[src/rtl/hilo_muldiv_unit.sv]
// hilo_muldiv_unit: iterative radix-2 multiply/divide unit owning the HI/LO registers
module hilo_muldiv_unit #(
    parameter int WIDTH = 32
) (
    input  logic             clk,
    input  logic             reset,
    input  logic             start,
    input  logic [2:0]       op,
    input  logic [WIDTH-1:0] a,
    input  logic [WIDTH-1:0] b,
    input  logic             flush,
    output logic             busy,
    output logic             done,
    output logic             div_zero,
    output logic [WIDTH-1:0] hi,
    output logic [WIDTH-1:0] lo
);
    localparam int CW = $clog2(WIDTH);
    typedef enum logic [1:0] {IDLE, RUN, FIXUP} state_t;
    state_t             state;
    logic [2:0]         op_q;
    logic [CW-1:0]      cnt;
    logic [WIDTH-1:0]   m;
    logic [2*WIDTH-1:0] p;
    logic               neg_q;
    logic               neg_r;
    logic               is_signed;
    logic               is_div;
    logic               a_neg;
    logic               b_neg;
    logic [WIDTH-1:0]   a_mag;
    logic [WIDTH-1:0]   b_mag;
    logic [WIDTH:0]     mul_sum;
    logic [WIDTH:0]     div_shift;
    logic [WIDTH:0]     div_diff;
    logic [2*WIDTH-1:0] step;
    logic [2*WIDTH-1:0] prod;
    logic [2*WIDTH-1:0] acc;
    logic [WIDTH-1:0]   quo;
    logic [WIDTH-1:0]   rem;
    // operand magnitudes, one shift-add / restoring-divide step, and sign-corrected results
    always_comb begin
        is_signed = op == 3'd0 || op == 3'd2 || op == 3'd4 || op == 3'd5;
        is_div    = op == 3'd2 || op == 3'd3;
        a_neg     = is_signed && a[WIDTH-1];
        b_neg     = is_signed && b[WIDTH-1];
        a_mag     = a_neg ? -a : a;
        b_mag     = b_neg ? -b : b;
        mul_sum   = {1'b0, p[2*WIDTH-1:WIDTH]} + {1'b0, (p[0] ? m : {WIDTH{1'b0}})};
        div_shift = p[2*WIDTH-1:WIDTH-1];
        div_diff  = div_shift - {1'b0, m};
        step      = op_q[2:1] == 2'b01
                  ? (div_diff[WIDTH] ? {div_shift[WIDTH-1:0], p[WIDTH-2:0], 1'b0}
                                     : {div_diff[WIDTH-1:0], p[WIDTH-2:0], 1'b1})
                  : {mul_sum, p[WIDTH-1:1]};
        prod      = neg_q ? -p : p;
        acc       = op_q == 3'd5 ? {hi, lo} - prod : {hi, lo} + prod;
        quo       = neg_q ? -p[WIDTH-1:0] : p[WIDTH-1:0];
        rem       = neg_r ? -p[2*WIDTH-1:WIDTH] : p[2*WIDTH-1:WIDTH];
    end
    // control FSM with registered busy/done/div_zero and HI/LO ownership
    always_ff @(posedge clk) begin
        if (reset) begin
            state    <= IDLE;
            busy     <= 1'b0;
            done     <= 1'b0;
            div_zero <= 1'b0;
            hi       <= '0;
            lo       <= '0;
            op_q     <= '0;
            cnt      <= '0;
            m        <= '0;
            p        <= '0;
            neg_q    <= 1'b0;
            neg_r    <= 1'b0;
        end else begin
            done     <= 1'b0;
            div_zero <= 1'b0;
            case (state)
                IDLE: if (start && !flush) begin
                    if (op == 3'd6) begin
                        hi   <= a;
                        done <= 1'b1;
                    end else if (op == 3'd7) begin
                        lo   <= a;
                        done <= 1'b1;
                    end else if (is_div && b == '0) begin
                        done     <= 1'b1;
                        div_zero <= 1'b1;
                    end else begin
                        state <= RUN;
                        busy  <= 1'b1;
                        op_q  <= op;
                        cnt   <= '0;
                        m     <= is_div ? b_mag : a_mag;
                        p     <= {{WIDTH{1'b0}}, (is_div ? a_mag : b_mag)};
                        neg_q <= a_neg ^ b_neg;
                        neg_r <= a_neg;
                    end
                end
                RUN: if (flush) begin
                    state <= IDLE;
                    busy  <= 1'b0;
                end else begin
                    p   <= step;
                    cnt <= cnt + 1'b1;
                    if (cnt == CW'(WIDTH - 1)) state <= FIXUP;
                end
                FIXUP: begin
                    state <= IDLE;
                    busy  <= 1'b0;
                    if (!flush) begin
                        done <= 1'b1;
                        if (op_q[2:1] == 2'b01) begin
                            lo <= quo;
                            hi <= rem;
                        end else if (op_q[2]) begin
                            {hi, lo} <= acc;
                        end else begin
                            {hi, lo} <= prod;
                        end
                    end
                end
                default: begin
                    state <= IDLE;
                    busy  <= 1'b0;
                end
            endcase
        end
    end
endmodule
[config.mk]
export PLATFORM = sky130hd
export DESIGN_NAME = hilo_muldiv_unit
export DESIGN_NICKNAME = d
export VERILOG_FILES = /design/src/rtl/hilo_muldiv_unit.sv
export SDC_FILE = /design/constraint.sdc
export NUM_CORES = 1
export LEC_CHECK = 0
export BUFFER_PORTS_ARGS = -buffer_cell sky130_fd_sc_hd__buf_4
export CORE_MARGIN = 2
export CORE_UTILIZATION = 60
export CTS_CLUSTER_DIAMETER = 120
export CTS_CLUSTER_SIZE = 24
export DETAILED_ROUTE_END_ITERATION = 8
export GPL_ROUTABILITY_DRIVEN = 0
export MAX_ROUTING_LAYER = met4
export PLACE_DENSITY = 0.79
export SYNTH_ARGS = -nofsm -noshare
export SYNTH_HDL_FRONTEND = slang
export SYNTH_SLANG_ARGS = --single-unit
[constraint.sdc]
create_clock -name clk -period 12.62 [get_ports clk]
set_input_delay 3.155 -clock clk [delete_from_list [all_inputs] [get_ports clk]]
set_output_delay 3.155 -clock clk [all_outputs]
set_load 0.02 [all_outputs]
==> impl_metrics.tcl <==
set metrics [dict create \
    hp-class "reg -> reg" \
    p_int_mw 1.118 \
    p_switching_uw 814.3 \
    dp_hpwl_um 58170 \
    first_pass_iters 9 \
    rows 68 \
    grt_overflow 0 \
    crit_family "simple AND/OR/NAND/NOR gates" \
    wl_per_cell_um 22.07 \
    min_period_ns 7.640 \
    hold_viol 0 \
    grtUsageTotal_pct 42.57 \
    fillers 3100 \
    ioPinCount 138 \
    syn_inst 3053 \
    p_leak_nw 9.408 \
    path_max_fanout 14 \
    max_cap_violations 0 \
    r2r-start "p[7]$_SDFFE_PP0P_" \
    cts_resized 0 \
    synth_nets 3261 \
    drc 0 \
    hold_buffers 0 \
    slew-limit-headroom_pct 17.74 \
    fin_nets 3223 \
    netlist.area_leader.share_pct 16.60 \
    drt-total-wl_um 76900 \
    grt_pass1_vias 21560 \
    max_stage_delay_ns 1.04 \
    critPathRequiredTime_ns 12.96 \
    cts_tree "yes" \
    crit_arrival_ns 7.98 \
    finalSetupTns_ns 0 \
    ys.flop_type "dfxtp_1" \
    cts_buffers 17 \
    synth_area_leader_cell "dfxtp_1" \
    initial_core_util_pct 60.93 \
    critical_path.slowest_cell "nor4_1" \
    coreArea_sq_um 34630 \
    die_w_um 191.5 \
    post_cts_buffers 0 \
    ys_seq_elements 175 \
    seqCellArea_sq_um 3510 \
    p_sw_share_pct 42.15 \
    crit_chain "or4_1, nor3_2, nand3_1, o31ai_1, or3_1, nand4b_1, nor4_1, a21oi_1, xor2_1, ha_1, nand4_1, or4_1, o21ai_0, nand2_1, o31ai_1, a41oi_1, xnor2_1, a21oi_1, a2111oi_0" \
    worstSetupStartpointType "register" \
    drt-initial-drc-count 3218 \
    cts_max_level 4 \
    ir_drop_mv 0.1090 \
    tightest_slew_ns 1.229 \
    ant_nets 0 \
    max_freq_mhz 130.9 \
    ys_seq_area_share_pct 16.60 \
    endpoint_kind "register" \
    cellPowerDensity_nw_per_um2 85.26 \
    hold_depth 2 \
    grt_start_max_net_pins 74 \
    layout.cells.most_common "nand2_1" \
    r2r_slack_ns 4.98 \
    detailedPlace.worstSlack_ns 5.186 \
    seq_power_share_pct 32.1 \
    holdPathEnd "m[7]$_SDFFE_PP0P_" \
    status "finished clean" \
    die_height_um 191.5 \
    placed_area_sq_um 22080 \
    grt_antenna_before_repair 0 \
    comb_power_share_pct 39.2 \
    report.final.slew_viol_count 0 \
    syn_avg_cell_area_sq_um 6.911 \
    yosys_warnings 0 \
    clock-skew-final_ns 0.01703 \
    drive_above_1_share_pct 8.554 \
    r2r_end "hi[29]$_SDFFE_PP0P_" \
    cts_buffer_depth 2 \
    multiInputGateArea_sq_um 16460 \
    cts.clk_slew.worst_paths_ns 0.08 \
    finalWorstSetupSlack_ns 4.980 \
    finalCritPeriodShare_pct 60.54 \
    syn_to_final_growth_pct 7.395 \
    clock-sinks 175 \
    port_buffers 137 \
    setup_violations 0 \
    clkPwrFrac_pct 28.7 \
    path_class "reg -> reg" \
    die_area_sq_um 36680 \
    path_buf_inv 0 \
    via_per_inst 6.779 \
    hp-start "m[7]$_SDFFE_PP0P_" \
    grt_pass1_wl_um 118900 \
    ctsRootBufferMaster "clkbuf_16" \
    rsz0062_at_grt "false" \
    synth_area_leaders "dfxtp_1, ha_1, nand2_1" \
    clock_latency_ns 0.47 \
    synth.cell_area_sq_um 21100 \
    vias 23620 \
    synthDistinctLibCells 92 \
    final_cell_mix "nand2_1, a21oi_1, nor2_1" \
    r2r_cells 19 \
    final_cell_area_sq_um 22660 \
    async_flop_share_pct 0 \
    synth-edff-count 0 \
]
flip-flops by register name (all words and copies together), names as in the netlist:
| register | cells |
|---|---|
| busy | 1 |
| cnt | 5 |
| div_zero | 1 |
| done | 1 |
| hi | 32 |
| lo | 32 |
| m | 32 |
| neg_q | 1 |
| neg_r | 1 |
| op_q | 3 |
| p | 64 |
| state | 2 |
worst max path at each step:
stage / from / to / cells past startpoint
detailed placement: p[7]$_SDFFE_PP0P_ / hi[29]$_SDFFE_PP0P_ / 19
finish: p[7]$_SDFFE_PP0P_ / hi[29]$_SDFFE_PP0P_ / 19
global placement: p[7]$_SDFFE_PP0P_ / hi[29]$_SDFFE_PP0P_ / 19
CTS: p[7]$_SDFFE_PP0P_ / hi[29]$_SDFFE_PP0P_ / 19
floorplan: p[0]$_SDFFE_PP0P_ / hi[29]$_SDFFE_PP0P_ / 25
global route: p[7]$_SDFFE_PP0P_ / hi[29]$_SDFFE_PP0P_ / 19
cells by family after synthesis:
| kind of cell | Yosys count | synth area share (%) |
|---|---|---|
| mux | 44 | 2.135 |
| fa+ha+maj | 137 | 8.231 |
| buf+inv | 305 | 5.610 |
| flops | 175 | 16.60 |
| xor+xnor | 328 | 13.62 |
| simple gates | 1128 | 25.04 |
| compound gates | 936 | 28.76 |
cells in the mapped netlist, drive strengths merged, types with 29 or more instances:
| cell | number |
|---|---|
| buf | 32 |
| a31oi | 36 |
| mux2i | 36 |
| ha | 134 |
| or3 | 29 |
| xor2 | 170 |
| o211ai | 43 |
| a311oi | 33 |
| nor2 | 299 |
| clkbuf | 187 |
| dfxtp | 175 |
| inv | 86 |
| a211oi | 59 |
| a21oi | 300 |
| nand4 | 40 |
| nand3 | 62 |
| xnor2 | 158 |
| o31ai | 34 |
| nand2 | 414 |
| a21o | 96 |
| o21ai | 166 |
| nor3 | 95 |
per-stage QoR:
step	hold slack (ns)	instances	utilization, %	power, mW
after floorplan	0.4319	3053	-	1.160
after global placement	0.4438	3451	63.76	1.337
after detailed placement	0.4484	3451	63.76	1.355
after CTS	0.4597	3483	65.43	1.898
after global routing	0.4784	3483	65.43	2.005
final	0.4558	3484	65.44	1.932
worst min-delay path: stages (launching register included):
cell	delay (ns)
dfxtp_1	0.31
nand2_1	0.05
a21oi_1	0.05
final cells by class:
class                           instances  share of cell area (%)
Multi-Input combinational cell       2573                   72.65
Sequential cell                       175                   15.49
Timing Repair Buffer                  162                   5.367
Tap cell                              455                   2.512
Clock buffer                           19                   1.955
Inverter                               86                   1.425
Clock inverter                         13                  0.5964
Antenna cell                            1                 0.01104
layer usage:
| metal | wire length [um] | part of all wire, % | up-vias | global-route usage, % |
|---|---|---|---|---|
| li1 | - | - | 10910 | - |
| met1 | 29840 | 39 | 10770 | 55.90 |
| met2 | 31180 | 41 | 1664 | 60.00 |
| met3 | 10900 | 14 | 275 | 8.867 |
| met4 | 4978 | 6.5 | 0 | 24.67 |
| met5 | 0 | 0 | - | - |
power groups by stage:
stage                     Clock (mW)  Combinational (mW)  Sequential, mW
final                          0.554               0.758           0.620
after global routing           0.569               0.814           0.621
after CTS                      0.551               0.731           0.616
after detailed placement           0               0.726           0.629
after global placement             0               0.709           0.628
after floorplan                    0               0.561           0.600
(Power assumes the default switching activity.)
